<file path="src/rtl/gcd_job_sequencer.sv">
// gcd_job_sequencer: job FIFO plus sequencer feeding a subtractive GCD core.
// Zero operands bypass the core; a hung core is aborted by a wait timer.
module gcd_job_sequencer #(
  parameter int WIDTH   = 16,
  parameter int DEPTH   = 4,
  parameter int TIMEOUT = 1023
) (
  input  logic             clk,
  input  logic             rst,
  input  logic             in_valid,
  output logic             in_ready,
  input  logic [WIDTH-1:0] in_a,
  input  logic [WIDTH-1:0] in_b,
  output logic             out_valid,
  input  logic             out_ready,
  output logic [WIDTH-1:0] out_gcd,
  output logic             out_err,
  output logic             gcd_clr,
  output logic             gcd_start,
  output logic [WIDTH-1:0] gcd_data,
  input  logic             gcd_done,
  input  logic [WIDTH-1:0] gcd_result,
  output logic             busy
);

  localparam int AW = $clog2(DEPTH);
  localparam int CW = $clog2(DEPTH + 1);
  localparam int TW = $clog2(TIMEOUT);
  localparam logic [TW-1:0] T_LAST = TW'(TIMEOUT - 1);

  typedef enum logic [2:0] {
    S_IDLE,
    S_CLR,
    S_LOAD_A,
    S_LOAD_B,
    S_WAIT,
    S_OUT
  } state_t;

  state_t state_q, state_d;

  logic [WIDTH-1:0] mem_a [DEPTH];
  logic [WIDTH-1:0] mem_b [DEPTH];
  logic [AW-1:0]    wr_ptr, rd_ptr;
  logic [CW-1:0]    count;
  logic             push, pop, full, empty;
  logic [WIDTH-1:0] head_a, head_b;

  logic [WIDTH-1:0] op_a_q, op_a_d;
  logic [WIDTH-1:0] op_b_q, op_b_d;
  logic [WIDTH-1:0] res_q, res_d;
  logic             err_q, err_d;
  logic [TW-1:0]    timer_q, timer_d;

  assign full     = (count == CW'(DEPTH));
  assign empty    = (count == '0);
  assign in_ready = !full;
  assign push     = in_valid && in_ready;
  assign head_a   = mem_a[rd_ptr];
  assign head_b   = mem_b[rd_ptr];

  assign out_gcd  = res_q;
  assign out_err  = err_q;
  assign busy     = (state_q != S_IDLE) || !empty;

  // Job storage; contents are defined by the pointers, so no reset.
  always_ff @(posedge clk) begin
    if (push) begin
      mem_a[wr_ptr] <= in_a;
      mem_b[wr_ptr] <= in_b;
    end
  end

  // FIFO pointers and occupancy; pointers wrap modulo DEPTH.
  always_ff @(posedge clk) begin
    if (rst) begin
      wr_ptr <= '0;
      rd_ptr <= '0;
      count  <= '0;
    end else begin
      if (push) wr_ptr <= wr_ptr + AW'(1);
      if (pop)  rd_ptr <= rd_ptr + AW'(1);
      if (push && !pop)
        count <= count + CW'(1);
      else if (!push && pop)
        count <= count - CW'(1);
    end
  end

  // Sequencer state, operands, wait timer and result registers.
  always_ff @(posedge clk) begin
    if (rst) begin
      state_q <= S_IDLE;
      op_a_q  <= '0;
      op_b_q  <= '0;
      res_q   <= '0;
      err_q   <= 1'b0;
      timer_q <= '0;
    end else begin
      state_q <= state_d;
      op_a_q  <= op_a_d;
      op_b_q  <= op_b_d;
      res_q   <= res_d;
      err_q   <= err_d;
      timer_q <= timer_d;
    end
  end

  // Next state: pop in IDLE, drive the core, await done or timeout.
  always_comb begin
    state_d = state_q;
    op_a_d  = op_a_q;
    op_b_d  = op_b_q;
    res_d   = res_q;
    err_d   = err_q;
    timer_d = timer_q;
    pop     = 1'b0;
    unique case (state_q)
      S_IDLE: begin
        if (!empty) begin
          pop    = 1'b1;
          op_a_d = head_a;
          op_b_d = head_b;
          if (head_a == '0 || head_b == '0) begin
            res_d   = head_a | head_b;
            err_d   = 1'b0;
            state_d = S_OUT;
          end else begin
            state_d = S_CLR;
          end
        end
      end
      S_CLR: begin
        state_d = S_LOAD_A;
      end
      S_LOAD_A: begin
        state_d = S_LOAD_B;
      end
      S_LOAD_B: begin
        timer_d = '0;
        state_d = S_WAIT;
      end
      S_WAIT: begin
        timer_d = timer_q + TW'(1);
        if (gcd_done) begin
          res_d   = gcd_result;
          err_d   = 1'b0;
          state_d = S_OUT;
        end else if (timer_q == T_LAST) begin
          res_d   = '0;
          err_d   = 1'b1;
          state_d = S_OUT;
        end
      end
      S_OUT: begin
        if (out_ready) state_d = S_IDLE;
      end
      default: begin
        state_d = S_IDLE;
      end
    endcase
  end

  // Core-side strobes and out_valid come from registered state only.
  always_comb begin
    gcd_clr   = 1'b0;
    gcd_start = 1'b0;
    gcd_data  = '0;
    out_valid = 1'b0;
    unique case (state_q)
      S_CLR: begin
        gcd_clr = 1'b1;
      end
      S_LOAD_A: begin
        gcd_start = 1'b1;
        gcd_data  = op_a_q;
      end
      S_LOAD_B: begin
        gcd_data = op_b_q;
      end
      S_OUT: begin
        out_valid = 1'b1;
      end
      default: begin
      end
    endcase
  end

endmodule

</file>
<file path="config.mk">
export PLATFORM = sky130hd
export DESIGN_NAME = gcd_job_sequencer
export DESIGN_NICKNAME = d
export VERILOG_FILES = /design/src/rtl/gcd_job_sequencer.sv
export SDC_FILE = /design/constraint.sdc
export NUM_CORES = 1
export LEC_CHECK = 0
export BUFFER_PORTS_ARGS = -buffer_cell sky130_fd_sc_hd__buf_2
export CAP_MARGIN = 40
export CORE_ASPECT_RATIO = 2
export CORE_MARGIN = 2
export CORE_UTILIZATION = 40
export DETAILED_ROUTE_END_ITERATION = 6
export PLACE_DENSITY = 0.55
export SLEW_MARGIN = 0
export SYNTH_ARGS = -nofsm -noshare
export SYNTH_HDL_FRONTEND = slang
export SYNTH_SLANG_ARGS = --single-unit
</file>
<file path="constraint.sdc">
create_clock -name clk -period 3.8 [get_ports clk]
set_clock_uncertainty 0.1 [all_clocks]
set_input_delay 0.38 -clock clk [delete_from_list [all_inputs] [get_ports clk]]
set_output_delay 0.38 -clock clk [all_outputs]
set_load 0.005 [all_outputs]
</file>
[After elaboration in Yosys (flattened, before gate mapping)]
Memories as Yosys holds them, arrays and structs flattened. A register that Yosys moved wholly into a read port is not among the register bits.
Index checks and enable logic that the tools add are counted.
Word-level totals
  flip-flop bits (word level): 69
  latch bits: 0
  bits in writable memories: 128
  ROM bits: 0
  bits of input ports: 53
  output and inout bits: 38
  logic and storage cells: 80
  memories kept: 2
Memory list
  mem_a: depth 4, bits a word 16, read ports 1, clocked after Yosys merged registers in 1, wr ports 1, RTL line 42  | logic [WIDTH-1:0] mem_a [DEPTH];
  mem_b: depth 4, bits a word 16, read ports 1, clocked after Yosys merged registers in 1, wr ports 1, RTL line 43  | logic [WIDTH-1:0] mem_b [DEPTH];
Cells by class
  add/subtract/negate cells: 5
  $mul: 0
  divide/modulo/power cells: 0
  order comparisons: 0
  equal/unequal tests: 11
  shift operators: 0
  multiplexer cells: 31
  bitwise logic cells: 2
  reduce and logical (&&, ||, !) cells: 20
Operators with widths (count)
  $mux 16: 4
  $pmux 16 s2: 2
  $logic_not 16->1: 2
  $mux 3: 7
  $pmux 10 s2: 1
  $pmux 3 s6: 1
  $or 16x16->16: 1
  $mux 1: 11
  $add 10x1->10 const B: 1
  $eq 10x10->1 const B: 1
  $eq 3x3->1 const B: 3
  $mux 2: 4
  $eq 3x2->1 const B: 2
  $logic_not 3->1: 2
  $ne 2x2->1 const B: 3
  $reduce_bool 2->1: 3
  $add 2x1->2 const B: 2
  $logic_not 1->1: 4
  $reduce_and 4->1: 1
  $add 3x1->3 const B: 1
  $eq 3x1->1 const B: 1
  $logic_and 1x1->1: 3
  $ne 3x3->1 const B: 1
  $reduce_and 3->1: 1
  6 further kinds: 7

[Longest topological paths before layout]
Gate-level depths: netlist of the first run.
  depth in word-level cells: 7
  depth in mapped cells: 13

[Worst setup path before layout of the first run]
OpenSTA, ideal clock, no wires.
  kind: register to register
  start: register count[1]
  end: register count[2]
  arrival: 2891 ps
  setup slack: 739 ps
  cell stages (with the launch flop): 13
  path buffers: 3
  cells stage by stage: dfxtp_1 -> or3_1 -> and2_1 -> clkbuf_1 -> inv_2 -> clkbuf_1 -> clkbuf_1 -> ha_1 -> inv_1 -> fa_1 -> xor2_1 -> or3_1 -> a21oi_1
On the way
  cells in the longest elaborated chain, start to end: 6
  elaborated cells on any way between the ends: 15
RTL lines
  start: declaration: RTL line 45  | logic [CW-1:0] count;
  start signal: assignment: RTL line 84  | count <= count + CW'(1);
  start signal: assignment: RTL line 86  | count <= count - CW'(1);
  branches (longest 6 deep; another with $sub 3x1->3)
Several ways; the timed one is not identified. The select of a mux whose other input is x is not followed.
A chain may end at the register's enable or synchronous reset.

==> impl_results.md, run 1 <==
* Status: finished, final reports clean
* Row count at 74
* Postcts setup bufs at 0
* DP HPWL at 13.3 mm
* Insertion delay to the later sink of the worst-skew pair at 0.43 ns
* Pint at 4.25 mW
* Synth top area cells: edfxtp_1 47%, dfxtp_1 17%, mux4_2 8.8%, nand2_1 3.3%, a21oi_1 2.7%
* Total gr overflow at 0
* N_diodes at 0
* Starting Density at 0.404
* Syn Std Cell Area at roughly 0.0082 mm^2
* Largest net degree at the start of global routing at 66
* CP max FO at 18
* DIE WIDTH at between 100 and 150 um
* Unrepaired setup endpoints after global routing: no
* Pwr Total at approximately 6.2 mW
* Achievable frequency at 307 MHz
* Worst setup SP type: flop
* Setup violators final at 0
* Mean Syn Cell Area at 13.5 um^2
* PD cells at roughly 660 mW/mm^2
* Final period util at 0.857
* DRC Markers at 0
* Clk Tree Root Cell: clkbuf_16
* Area of the core at 0.0203 mm^2
* Fin util at 0.468
* Layout cell share with drive strength beyond 1 at 0.260
* Slew @ Worst Pin at between 0.8 and 0.9 ns
* IO Pins at just over 90
* Hold buffer count at CTS at 0
* Antenna-violating nets left at 0
* CTS max path bufs at 2
* Sequential power share at 0.452
* Leakage power at 3.35 nW
* WP data required at about 4.0 ns
* Clock-pin slew on the worst setup and hold paths at 0.07 ns
* Iter 0 DRT Violations at 257
* H-tree levels at 4
* Worst Path Arrival at 3.45 ns
* Initial antenna violation count at 0
* Sink Count at slightly below 200
* EDFF count, synth at around 130
* Syn Nets at around 670
* Asr flop ratio synth at 0
* Post-synthesis sequential area ratio at 0.642
* First-pass GRT wire length at between 20 and 30 mm
* Clock power frac at 0.282
* Die height at between 200 and 250 um
* Final Hold Violating Endpoints at 0
* Port bufs at 90
* Max_cap viols at 0
* Gr usage total at 0.178
* Vias in the first global route at around 5,400
* Switching Fraction at 0.320
* PostCTS Resize Cnt at 0
* Slew headroom at 0.455
* WS Path Type: reg2reg
* CTS tree: done
* Post-synthesis register bit count at a little under 200
* Final Critical Period at around 3.3 ns
* Post-DR wirelength/cell at between 15 and 20 um
* Top FF cell, synth: edfxtp_1
* Post-Synthesis Cells at around 600
* Via density per instance at roughly 5.4
* Synth Warn # at 0
* Final layout net count at roughly 750
* Cell taking the most area after synthesis: edfxtp_1
* Slew Viols, Final at 0
* Psw at between 2 and 2.5 mW
* Die area at between 0.02 and 0.025 mm^2
* Top cell type's share of synthesized area at 0.469
* Worst Setup End Kind: flop
* Synth unique cells at 46
* Layout area overhead at 15.8%
* Vias at around 5,200
* Setup TNS at 0 ns
* Cts bufs inserted at 17
* Routed WL at around 19 mm
* Worst Hold Class: in2reg
* Gate power share at 0.267
* GP Congestion at 0.821
* Maximum VDD drop at approximately 0.34 mV
* TritonRoute pass-1 iters at 4
-- worst paths after layout --
| path | startpoint | end | slack [ns] | cells past startpoint |
|---|---|---|---|---|
| max | flop | out_gcd[4] | 0.54 | 8 |
| min | in_b[11] | mem_b[2][11] | 0.06 | 1 |
| max reg2reg | flop | out_gcd[4] | 0.54 | 8 |
| min reg2reg | op_b_q[9] | op_b_q[9] | 0.36 | 2 |
-- Yosys cell counts, types with 2 or more instances --
cell,n
mux2i_1,2
nor4_1,9
o21ai_0,3
a21oi_1,44
buf_6,5
or3_1,5
dfxtp_1,71
a211oi_1,9
nand3_1,4
edfxtp_1,128
a211oi_2,9
xnor2_1,2
clkbuf_1,25
a22o_1,16
a311oi_1,16
inv_1,8
a31oi_1,2
o22ai_1,2
buf_1,3
nor3_1,5
and3_1,9
buf_4,4
ha_1,7
nand2_1,71
a2111oi_0,16
o211ai_1,3
and2_1,19
xor2_1,3
and4_1,3
nor2_1,52
buf_2,4
mux4_2,32
nand4_1,3
-- cells in the final DEF, fill, tap and decap left out, types with 4 or more instances in the layout --
master / n
a22o_1: 16
nand3_1: 4
mux4_2: 32
a21oi_1: 44
and3_1: 9
ha_1: 7
nor3_1: 4
nand2_1: 71
or3_1: 5
inv_6: 4
edfxtp_1: 128
and2_1: 19
inv_1: 8
buf_2: 90
nor2_1: 52
clkinv_2: 4
buf_4: 13
a211oi_1: 9
nor4_1: 9
a311oi_1: 16
a2111oi_0: 16
a211oi_2: 9
clkbuf_16: 17
dfxtp_1: 70
-- worst max-delay path, cell delays in order, from the launching register on --
cell and delay, ns:
dfxtp_2 0.69, buf_12 0.26, mux4_2 0.58, nor4_1 0.50, and4_1 0.26, buf_4 0.21
or2_1 0.12, buf_4 0.26, a211oi_1 0.11
-- flip-flops by register name, indices dropped and copies added, names as in the netlist, named ones only --
register and count:
op_b_q 16, rd_ptr 2, op_a_q 16, out_err 1, mem_b 64, out_gcd 16, state_q 3, wr_ptr 2
mem_a 64, timer_q 10, count 3
-- layout make-up --
cell class | count | area [um^2]
multi-input combinational | 357 | 2680
fill | 1761 | 10800
tap | 266 | 333
timing repair buffer | 106 | 608
clock inverter | 14 | 146
inverter | 9 | 33.8
sequential | 199 | 5270
clock buffer | 18 | 429
-- kinds of logic (layout without fill, tap and decap cells) --
logic type	after synthesis	after routing	share of synthesized area
xor gates and xnor gates	5	5	0.00534
buffers and inverters	51	147	0.0317
DFF	199	199	0.642
and+or+nand+nor	187	187	0.106
AOI/OAI and AO/OA	123	123	0.111
muxes	34	34	0.0903
adders and majority gates	8	8	0.0131
-- power groups by stage --
stage	clock [mW]	combinational, mW	sequential [mW]
3_3_place_gp	0	1.65	2.86
4_1_cts	1.80	1.69	2.83
2_1_floorplan	0	1.26	2.77
6_report	1.76	1.67	2.82
3_5_place_dp	0	1.68	2.87
5_1_grt	1.88	1.86	2.86
-- metrics by stage --
stage                     instances  worst slack (ns)  hold WS [ns]  cell area, um^2
final                           969             0.543        0.0614             9500
after floorplan                 607             0.739         0.336             8200
after detailed placement        937             0.467         0.349             8920
after global routing            969             0.268        0.0498             9500
after global placement          936             0.387         0.342             8900
after CTS                       969             0.452        0.0430             9500
-- per-layer routing --
layer / share of wire / vias up / GRT usage
li1: - / 2487 / -
met1: 0.39 / 2598 / 0.192
met2: 0.56 / 121 / 0.340
met3: 0.031 / 25 / 0.0296
met5: 0 / - / 0
met4: 0.022 / 0 / 0.0690
(Power assumes the default switching activity.)
==> run 2, diff against run 1 <==
--- a/config.mk
+++ b/config.mk
@@ -8,7 +8,7 @@
 export BUFFER_PORTS_ARGS = -buffer_cell sky130_fd_sc_hd__buf_2
 export CAP_MARGIN = 40
 export CORE_ASPECT_RATIO = 2
-export CORE_MARGIN = 2
+export CORE_MARGIN = 3
 export CORE_UTILIZATION = 40
 export DETAILED_ROUTE_END_ITERATION = 6
 export PLACE_DENSITY = 0.55
==> run 2 against run 1 <==
Against the previous run: worst hold slack got worse by 0.0031 ns; sequential power down 1%; largest power group unchanged; critical endpoint is now out_gcd[0]; cell count is 0.52% lower; utilization grew 0.14 points; final area down 1.1%; via count is 0.29% higher.
==> impl_results.md, run 2 (synthesized netlist as in run 1, its figures left out) <==
* Slew @ Worst Pin at 0.846 ns (+0.0285 ns)
* Max_cap viols at 0 (unchanged)
* GP Congestion at 0.807 (-1.6%)
* Layout area overhead at 14.6%
* Commonest non-fill, non-tap cell in the layout: edfxtp_1
* Critical-path top delay cell: mux4_2
* PostCTS Resize Cnt at 0 (unchanged)
* DRC Markers at 0 (unchanged)
* Final Hold Violating Endpoints at 0 (unchanged)
* Reg-to-reg endpoint: out_gcd[0]
* Setup TNS at 0 ns (unchanged)
* Worst path bufs/invs at 3 (unchanged)
* Routed WL at 18.9 mm (+0.86%)
* M1 WL at 7.14 mm (-1.8%)
* Final layout net count at 750 (-0.13%)
* Sink Count at 199 (unchanged)
* Vias in the first global route at 5,485 (+1.1%)
* Layout cell share with drive strength beyond 1 at 0.251 (-0.00960)
* TritonRoute pass-1 iters at 5 (+1)
* Finished Layout Cells at 964 (-0.52%)
* Total gr overflow at 0 (unchanged)
* Cts bufs inserted at 17 (unchanged)
* Clk Tree Root Cell: clkbuf_16
* DP HPWL at 13.4 mm (+0.74%)
* Antenna-violating nets left at 0 (unchanged)
* Starting Density at 0.410 (+0.00554)
* Reg-to-reg slack, setup at 0.73 ns (+0.19 ns)
* Maximum VDD drop at 0.449 mV (+32%)
* Port bufs at 90 (unchanged)
* CTS max path bufs at 2 (unchanged)
* WP data required at 3.98 ns (-0.02 ns)
* Placed insts at 932 (-0.53%)
* Leakage power at 3.31 nW (-1.4%)
* H-tree levels at 4 (unchanged)
* Slew headroom at 0.436 (-0.0190)
* Unrepaired setup endpoints after global routing: no
* Slew Viols, Final at 0 (unchanged)
* Vias at 5,246 (+0.29%)
* Worst Setup End Kind: flop
* Area of the core at 0.0200 mm^2 (-1.4%)
* IO Pins at 91 (unchanged)
* Regs by FF count: mem_a x64, mem_b x64
* N_diodes at 0 (unchanged)
* Die area at 0.0224 mm^2 (+2.9%)
* DIE WIDTH at 107 um (+1.9%)
* Critical path cell sequence: buf_12 > mux4_2 > nor4_1 > and4_1 > buf_4 > or2_1 > buf_4 > a211oi_1
* Setup violators final at 0 (unchanged)
* HP Start: in_b[11]
* Initial antenna violation count at 0 (unchanged)
* Worst Slack Setup Final at 0.735 ns (+0.192 ns)
* CTS tree: done
* FF-to-FF path depth at 8 (unchanged)
* Highest Signal Layer: met4
* Placement Setup Slack at 0.816 ns (+0.349 ns)
* CP peak stage delay at 0.58 ns (-0.11 ns)
* Delay-heaviest family, CP: simple AND/OR/NAND/NOR gates
* Hold depth at 1 (unchanged)
* Postcts setup bufs at 0 (unchanged)
* Iter 0 DRT Violations at 307 (+19%)
* Worst path most repeated cell: buf_4
* Clock-pin slew on the worst setup and hold paths at 0.07 ns (about the same)
* Commonest non-fill, non-tap cells in the layout: 128 x edfxtp_1, 90 x buf_2, 71 x nand2_1
* PD cells at 646 mW/mm^2 (-1.9%)
* Post-DR wirelength/cell at 19.6 um (+1.4%)
* Largest net degree at the start of global routing at 66 (unchanged)
* Worst Hold Class: in2reg
* Final period util at 0.807 (-0.0504)
* Via density per instance at 5.44 (+0.81%)
* Insertion delay to the later sink of the worst-skew pair at 0.44 ns (about the same)
* Final Critical Period at 3.07 ns (-0.192 ns)
* Hold EP: mem_b[2][11]
* Hold slack at 0.0584 ns (-0.00306 ns)
* Row count at 73 (-1.4%)
* Gr usage total at 0.174 (-0.00350)
* Met2 wire len at 10.5 mm (+0.50%)
* DR WL met3 at 781 um (+33%)
* Achievable frequency at 326 MHz (+6.2%)
* Worst setup SP type: flop
* First-pass GRT wire length at 29.7 mm (+1.1%)
* Hold buffer count at CTS at 0 (unchanged)
* CP max FO at 20 (+2)
* Worst Path Arrival at 3.24 ns (-0.21 ns)
* WS Path Type: reg2reg
* Die height at 208 um (+0.97%)
* Status: finished, final reports clean
==> run 2: layout make-up <==
type,instances,area [um^2]
clock buffer,19,433
clock inverter,13,80.1
fill,1801,10600
tap,262,328
inverter,9,33.8
timing repair buffer,105,576
multi-input combinational,357,2680
sequential,199,5270
==> run 2: routing by layer <==
layer,vias up,track usage
li1,2481,-
met2,122,0.318
met4,0,0.0733
met3,25,0.0351
met5,-,0
met1,2618,0.192
==> run 2: worst max path at each step <==
stage	startpoint	to	slack [ns]	cells after the start
finish	flop	out_gcd[0]	0.73	8
global route	flop	out_gcd[0]	0.69	8
CTS	flop	out_gcd[0]	0.80	8
detailed placement	flop	out_gcd[1]	0.82	8
global placement	flop	out_gcd[2]	0.84	8
floorplan	count[1]	count[2]	0.74	12
==> run 2: per-stage QoR <==
step	power [mW]	cell area, um^2	util
after global routing	6.40	9400	0.470
final	6.07	9400	0.470
after CTS	6.14	9400	0.470
after detailed placement	4.54	8880	0.444
after floorplan	4.03	8200	-
after global placement	4.50	8880	0.444
==> run 2: report_power, final <==
part	internal, mW	switching, mW
Clock	0.830	0.772
Combinational	0.642	1.04
Sequential	2.63	0.154
==> run 2: worst register-to-register path: cells and delay by family (launching register included) <==
family,cells,cell delay [ns]
flip-flops,1,0.46
buffers and inverters,3,0.72
AND/OR/NAND/NOR,3,0.94
AO/OA/AOI/OAI,1,0.11
multiplexers,1,0.59
